## config.mk

```make
export PLATFORM = sky130hd
export DESIGN_NAME = bank_byte_reader
export DESIGN_NICKNAME = d
export VERILOG_FILES = /design/src/rtl/bank_byte_reader.sv
export SDC_FILE = /design/constraint.sdc
export NUM_CORES = 1
export LEC_CHECK = 0
export CAP_MARGIN = 20
export CORE_AREA = 2 2 84 86
export DETAILED_ROUTE_END_ITERATION = 12
export DIE_AREA = 0 0 86 88
export PLACE_DENSITY = 0.75
export SLEW_MARGIN = 20
export SYNTH_ARGS = -nofsm -noshare
export SYNTH_HDL_FRONTEND = slang
export SYNTH_SLANG_ARGS = --single-unit
export TNS_END_PERCENT = 5
```

## constraint.sdc

```tcl
create_clock -name clk -period 1.7 [get_ports clk]
set_input_delay 0.34 -clock clk [delete_from_list [all_inputs] [get_ports clk]]
set_output_delay 0.34 -clock clk [all_outputs]
set_load 0.01 [all_outputs]
```

## src/rtl/bank_byte_reader.sv

```systemverilog
// Load unit front-end: fetches one 32-bit word from a memory bank and returns the
// selected byte/halfword/word, sign- or zero-extended, with error reporting.
module bank_byte_reader #(
  parameter int ADDR_W  = 10,
  parameter int TIMEOUT = 15
) (
  input  logic              clk,
  input  logic              rst_n,
  input  logic              req_valid,
  output logic              req_ready,
  input  logic [ADDR_W-1:0] req_addr,
  input  logic [1:0]        req_size,
  input  logic              req_signed,
  output logic              bank_rd_en,
  output logic [ADDR_W-3:0] bank_addr,
  input  logic              bank_ack,
  input  logic [31:0]       bank_rdata,
  output logic              rsp_valid,
  input  logic              rsp_ready,
  output logic [31:0]       rsp_data,
  output logic              rsp_err
);

  localparam logic [1:0] IDLE = 2'd0;
  localparam logic [1:0] READ = 2'd1;
  localparam logic [1:0] RESP = 2'd2;

  localparam logic [7:0] to_last = 8'(TIMEOUT - 1);

  logic [1:0]        state_reg;
  logic [1:0]        lane_reg;
  logic [1:0]        size_reg;
  logic              signed_reg;
  logic [7:0]        cnt_reg;
  logic [31:0]       rsp_data_reg;
  logic              rsp_err_reg;
  logic [ADDR_W-3:0] bank_addr_reg;
  logic              req_bad;

  function automatic logic [31:0] extract(input logic [31:0] w, input logic [1:0] a,
                                          input logic [1:0] sz, input logic sg);
    logic [7:0]  b;
    logic [15:0] h;
    logic [31:0] r;
    b = w[7:0];
    h = w[15:0];
    r = w;
    case (a)
      2'd0: b = w[7:0];
      2'd1: b = w[15:8];
      2'd2: b = w[23:16];
      default: b = w[31:24];
    endcase
    h = a[1] ? w[31:16] : w[15:0];
    case (sz)
      2'b00:   r = {{24{sg & b[7]}}, b};
      2'b01:   r = {{16{sg & h[15]}}, h};
      default: r = w;
    endcase
    return r;
  endfunction

  // Alignment/size errors are decided at acceptance so the bank is never touched.
  assign req_bad = (req_size == 2'b11) ||
                   (req_size == 2'b01 && req_addr[0]) ||
                   (req_size == 2'b10 && req_addr[1:0] != 2'b00);

  always_ff @(posedge clk) begin
    if (!rst_n) begin
      state_reg     <= IDLE;
      lane_reg      <= 2'b00;
      size_reg      <= 2'b00;
      signed_reg    <= 1'b0;
      cnt_reg       <= 8'd0;
      rsp_data_reg  <= 32'd0;
      rsp_err_reg   <= 1'b0;
      bank_addr_reg <= '0;
    end else begin
      case (state_reg)
        IDLE: begin
          if (req_valid) begin
            lane_reg   <= req_addr[1:0];
            size_reg   <= req_size;
            signed_reg <= req_signed;
            cnt_reg    <= 8'd0;
            if (req_bad) begin
              rsp_err_reg  <= 1'b1;
              rsp_data_reg <= 32'd0;
              state_reg    <= RESP;
            end else begin
              bank_addr_reg <= req_addr[ADDR_W-1:2];
              state_reg     <= READ;
            end
          end
        end
        READ: begin
          // An ack on the final allowed cycle still wins over the timeout.
          if (bank_ack) begin
            rsp_data_reg <= extract(bank_rdata, lane_reg, size_reg, signed_reg);
            rsp_err_reg  <= 1'b0;
            state_reg    <= RESP;
          end else if (cnt_reg == to_last) begin
            rsp_data_reg <= 32'd0;
            rsp_err_reg  <= 1'b1;
            state_reg    <= RESP;
          end else begin
            cnt_reg <= cnt_reg + 8'd1;
          end
        end
        RESP: begin
          if (rsp_ready) state_reg <= IDLE;
        end
        default: state_reg <= IDLE;
      endcase
    end
  end

  assign req_ready  = (state_reg == IDLE);
  assign bank_rd_en = (state_reg == READ);
  assign rsp_valid  = (state_reg == RESP);
  assign bank_addr  = bank_addr_reg;
  assign rsp_data   = rsp_data_reg;
  assign rsp_err    = rsp_err_reg;

endmodule

```

# Word level (Yosys, flattened, before mapping)
# Index checks and enable logic that the tools add are counted.
[word_totals]
wordCells = 67
input_bits = 50
out_inout_bits = 44
register_bits = 56
[op_classes]
n_reduce_logical = 14
n_mux = 26
n_eq_ne = 15
n_addsub = 1
bitwise_logic = 3
[op_table]
columns = ["operator", "count"]
rows = [
  ["32-bit two-way mux", 4],
  ["32-bit case mux with 2 select lines", 2],
  ["8-bit two-way mux", 6],
  ["8-bit case mux with 3 select lines", 1],
  ["16-bit two-way mux", 1],
  ["8-bit case mux with 2 select lines", 1],
  ["2-bit two-way mux", 5],
  ["8-bit by 1-bit adder with 8-bit output, second input constant", 1],
  ["2-bit by 1-bit == test with 1-bit output, second input constant", 4],
  ["2-bit == test, second input constant", 4],
  ["8-bit by 4-bit == test with 1-bit output, second input constant", 1],
  ["4-bit AND reduction", 2],
  ["2-bit logical NOT", 3],
  ["2-bit != test, second input constant", 3],
  ["2-bit case mux with 3 select lines", 1],
  ["3-bit AND reduction", 2],
  ["1-bit two-way mux", 4],
  ["2-bit by 1-bit != test with 1-bit output, second input constant", 2],
  ["2-bit nonzero test", 2],
  ["3-bit by 1-bit != test with 1-bit output, second input constant", 1],
  ["1-bit bitwise AND", 2],
  ["1-bit logical AND", 2],
  ["1-bit logical OR", 2],
  ["1-bit case mux with 2 select lines", 1],
  ["2 further kinds", 2],
]

# Depth between registers and ports, before layout
# Gate-level depths: netlist (run 1).
[depth]
ltp_word = 9
depth_mapped = 7
mapped_depth_nobuf = 6

# Worst setup path after synthesis (run 1)
# No wires, ideal clock.
[synth_path]
kind = "flip-flop to flip-flop"
from = "register state_reg[0]"
to = "register rsp_data_reg[14] (netlist: rsp_data[14])"
arrival_ns = 1.514
path_stages_with_launch = 7
setup_time_ns = 0.117
required_time_ns = 1.583
setup_slack_ns = 0.069
synth_period_minus_slack_ns = 1.631
path_buffers = 2
cell_sequence = "dfxtp_1 or3b_1 buf_6 nor3_4 a211oi_2 buf_6 a22o_1"
[synth_between]
elab_chain_cells = 3
word_cells_on_any_way = 8
cone_classes = "4 x eq/ne; 1 x mux; 3 x reduce/logical"
[synth_rtl]
columns = ["element", "line", "text"]
rows = [
  ["start, declared", "30", "logic [1:0] state_reg;"],
  ["start signal, assigned", "70", "state_reg <= IDLE;"],
  ["start signal, assigned", "89", "state_reg <= RESP;"],
  ["start signal, assigned", "92", "state_reg <= READ;"],
  ["2-bit by 1-bit == test with 1-bit output / 2-bit logical NOT (equally long branches)", "79", "case (state_reg)"],
  ["3-bit by 1-bit != test with 1-bit output (no source line) (tied with other cells)", "n/a", ""],
  ["4-bit AND reduction (no source line)", "n/a", ""],
  ["end signal, assigned", "99", "rsp_data_reg <= extract(bank_rdata, lane_reg, size_reg, signed_reg);"],
  ["end, declared", "35", "logic [31:0] rsp_data_reg;"],
]
# Parallel ways exist; a longest one is shown, timed or not.
# A chain may end at the register's enable or synchronous reset.

# Worst setup path after layout (run 1)
[layout_path]
from = "register cnt_reg[5]"
to = "register rsp_data_reg[5] (netlist: rsp_data[5])"
[layout_between]
elab_chain_cells = 3
[layout_rtl]
columns = ["element", "line", "text"]
rows = [
  ["start, declared", "34", "logic [7:0] cnt_reg;"],
  ["start signal, assigned", "107", "cnt_reg <= cnt_reg + 8'd1;"],
  ["8-bit by 4-bit == test with 1-bit output", "102", "end else if (cnt_reg == to_last) begin"],
  ["3-bit by 1-bit != test with 1-bit output (no source line)", "n/a", ""],
  ["4-bit AND reduction (no source line)", "n/a", ""],
]
# No other way between the ends.

==> results of run 1 <==
## final timing paths
check                    from     endpoint
setup / recovery   cnt_reg[5]  rsp_data[5]
hold / removal    rsp_data[7]  rsp_data[7]
setup reg to reg   cnt_reg[5]  rsp_data[5]
hold reg to reg   rsp_data[7]  rsp_data[7]
## where the power goes
part / total [mW] / internal, mW / switching [mW] / leakage, nW
logic: 0.641 / 0.355 / 0.285 / 1.10
registers: 1.38 / 1.35 / 0.0321 / 0.455
clock network: 0.884 / 0.437 / 0.448 / 0.0541
total: 2.91 / 2.14 / 0.765 / 1.61
## routing by layer
layer / track usage [%] / share of wire [%] / wire length (um)
met1: 27.3 / 46 / 3510
met2: 32.3 / 49 / 3750
met3: 3.49 / 4.4 / 341
met4: 6.35 / 1.2 / 95
met5: 0 / 0 / 0
## per-stage QoR
| stage | TNS (ns) | util (%) |
|---|---|---|
| final | -0.0208 | 62.7 |
| after global routing | -0.529 | 62.7 |
| after CTS | -0.0551 | 61.4 |
| after detailed placement | -22.35 | 59.1 |
| after global placement | -21.85 | 59.1 |
| after floorplan | 0 | - |
## what timing repair did
action	CTS	global route
endpoints found under the setup margin	40	39
buffers inserted	3	0
gates resized for setup	9	20
hold buffers	0	0
pin swaps	3	16
## critical path, delay by kind of cell, from the launching register on
| kind | cells | cell delay, ns |
|---|---|---|
| buf+inv | 2 | 0.25 |
| flops | 1 | 0.33 |
| simple gates | 1 | 0.58 |
| compound gates | 3 | 0.47 |
## layout make-up
type / instances / area [um2]
Clock buffer: 5 / 68.8
Sequential cell: 56 / 1130
Timing Repair Buffer: 139 / 1350
Multi-Input combinational cell: 197 / 1460
Clock inverter: 3 / 42.5
Tap cell: 80 / 100
Fill cell: 576 / 2480
Inverter: 6 / 22.5
## layout by cell type (no fill, tap or decap), types with 6 or more instances in the layout
cell type,instances
a2bb2oi_1,7
nor2_1,13
dfxtp_1,52
a21oi_1,28
nand3_1,6
nand2_1,27
buf_4,36
o22ai_1,9
a32o_1,6
o2bb2ai_1,12
clkdlybuf4s50_1,90
a22o_1,9
buf_6,6
mux2i_1,23
## cell families (layout without fill, tap and decap cells)
| family | Yosys count | after routing | share of synthesized area (%) |
|---|---|---|---|
| xor+xnor | 1 | 1 | 0.334 |
| buf+inv | 26 | 153 | 4.96 |
| fa+ha+maj | 2 | 2 | 0.954 |
| simple gates | 73 | 73 | 14.4 |
| mux | 26 | 26 | 10.1 |
| flops | 56 | 56 | 42.7 |
| compound gates | 95 | 95 | 26.6 |
==> flow_metrics.env, run 1 <==
export IMPL_pre_cts_ws_ns=-0.670
export IMPL_htreeDepth=2
export IMPL_path_max_fanout=3
export IMPL_io_pins=94
export IMPL_yosysUniqueCellTypes=51
export IMPL_start_util_pct=39.5
export IMPL_crit_top_cell="buf_6"
export IMPL_rsz0062_at_grt="true"
export IMPL_min_period_ns=1.72
export IMPL_fp_row_count=30
export IMPL_postPlaceCellArea_um2=3930
export IMPL_grt_max_degree=19
export IMPL_violations="setup timing"
export IMPL_cap_violations=0
export IMPL_crit_chain="or4_4 -> o21bai_4 -> a211oi_4 -> buf_6 -> buf_6 -> a32o_1"
export IMPL_synth_edf_count=0
export IMPL_wire_per_inst_um=15.8
export IMPL_clock_latency_ns=0.32
export IMPL_area_delta_synth_final_pct=58.8
export IMPL_dieArea_um2=7570
export IMPL_worstPathRequired_ns=1.92
export IMPL_reg2reg_slack_ns=-0.02
export IMPL_cts_buffers=5
export IMPL_synthTopCellsByCount="56 x dfxtp_1, 28 x a21oi_1, 27 x nand2_1"
export IMPL_total_power_mw=2.91
export IMPL_cp_arrival_ns=1.94
export IMPL_num_vias=2604
export IMPL_reg2reg_depth=6
export IMPL_drv_slew=0
export IMPL_grt_usage_pct=20.0
export IMPL_skew_ns=0.00769
export IMPL_cts_max_path_buffers=2
export IMPL_cts_sinks=56
export IMPL_tightestPinTransition_ns=0.394
export IMPL_synth_top_flop_cell="dfxtp_1"
export IMPL_antenna_cells=0
export IMPL_largest_reg_flops=32
export IMPL_core_area_um2=6640
export IMPL_min_path_type="reg2reg"
export IMPL_overflow=0
export IMPL_final_cell_area_um2=4170
export IMPL_clkTransAtPathRegs_ns=0.10
export IMPL_end_kind="flip-flop"
export IMPL_fin_crit_sh_pct=101
export IMPL_dr_first_iter_drc_count=136
export IMPL_synth_most_common_cell="dfxtp_1"
export IMPL_cts_tree="yes"
export IMPL_relSlewSlack_pct=73.4
export IMPL_placement_io_buffers=93
export IMPL_p_leak_nw=1.61
export IMPL_slowest_delay_ns=0.58
export IMPL_worst_slack_ns=-0.0208
export IMPL_synth_net_count=331
export IMPL_hold_ws_ns=0.464
export IMPL_cp_start_kind="flip-flop"
export IMPL_avgViaCountPerCell=5.36
export IMPL_cts_root_buf="clkbuf_8"
export IMPL_place_hpwl_mm=5.74
export IMPL_grt_pass1_wl_mm=12.2
export IMPL_yosysTopAreaCell="dfxtp_1"
export IMPL_hold_viol_final=0
export IMPL_drc=0
export IMPL_synthArstFlopShare_pct=0
export IMPL_syn_avg_cell_area_um2=9.40
export IMPL_setup_viol=1
export IMPL_synth_cells=279
export IMPL_power_density_nw_per_um2=697
export IMPL_first_pass_iters=4
export IMPL_placed_cells=475
export IMPL_die_x_um=86
export IMPL_synth_top_area_share_pct=42.7
export IMPL_max_freq_mhz=581
export IMPL_yosysWarnings=0
export IMPL_synthesis_area_um2=2620
export IMPL_synth_ff_latch_count=56
export IMPL_synthTopCellsByArea="dfxtp_1 43%, mux2i_1 8.8%, a21oi_1 5.3%"
export IMPL_drive_above_1_share_pct=19.2
export IMPL_stdcell_count=486
export IMPL_criticalPathCategory="reg2reg"
export IMPL_die_y_um=88
export IMPL_ys_seq_area_share_pct=42.7
export IMPL_antenna_found_initial=0
export IMPL_antenna_left=0
export IMPL_grt_pass1_vias=2519
export IMPL_final_nets=457
export IMPL_status="complete, but fails checks"
export IMPL_detail_route_wirelength_mm=7.70
export IMPL_cp_slowest_cell="or4_4"
export IMPL_hold_depth=1
export IMPL_ir_drop_mv=0.378
export IMPL_place_congestion=0.779
(Power assumes the default switching activity.)
==> inputs of run 2 (changes only) <==
- SLEW_MARGIN: 20 -> not set
==> results of run 2 <==
Final layout, timing and power as in run 1 (identical DEF).
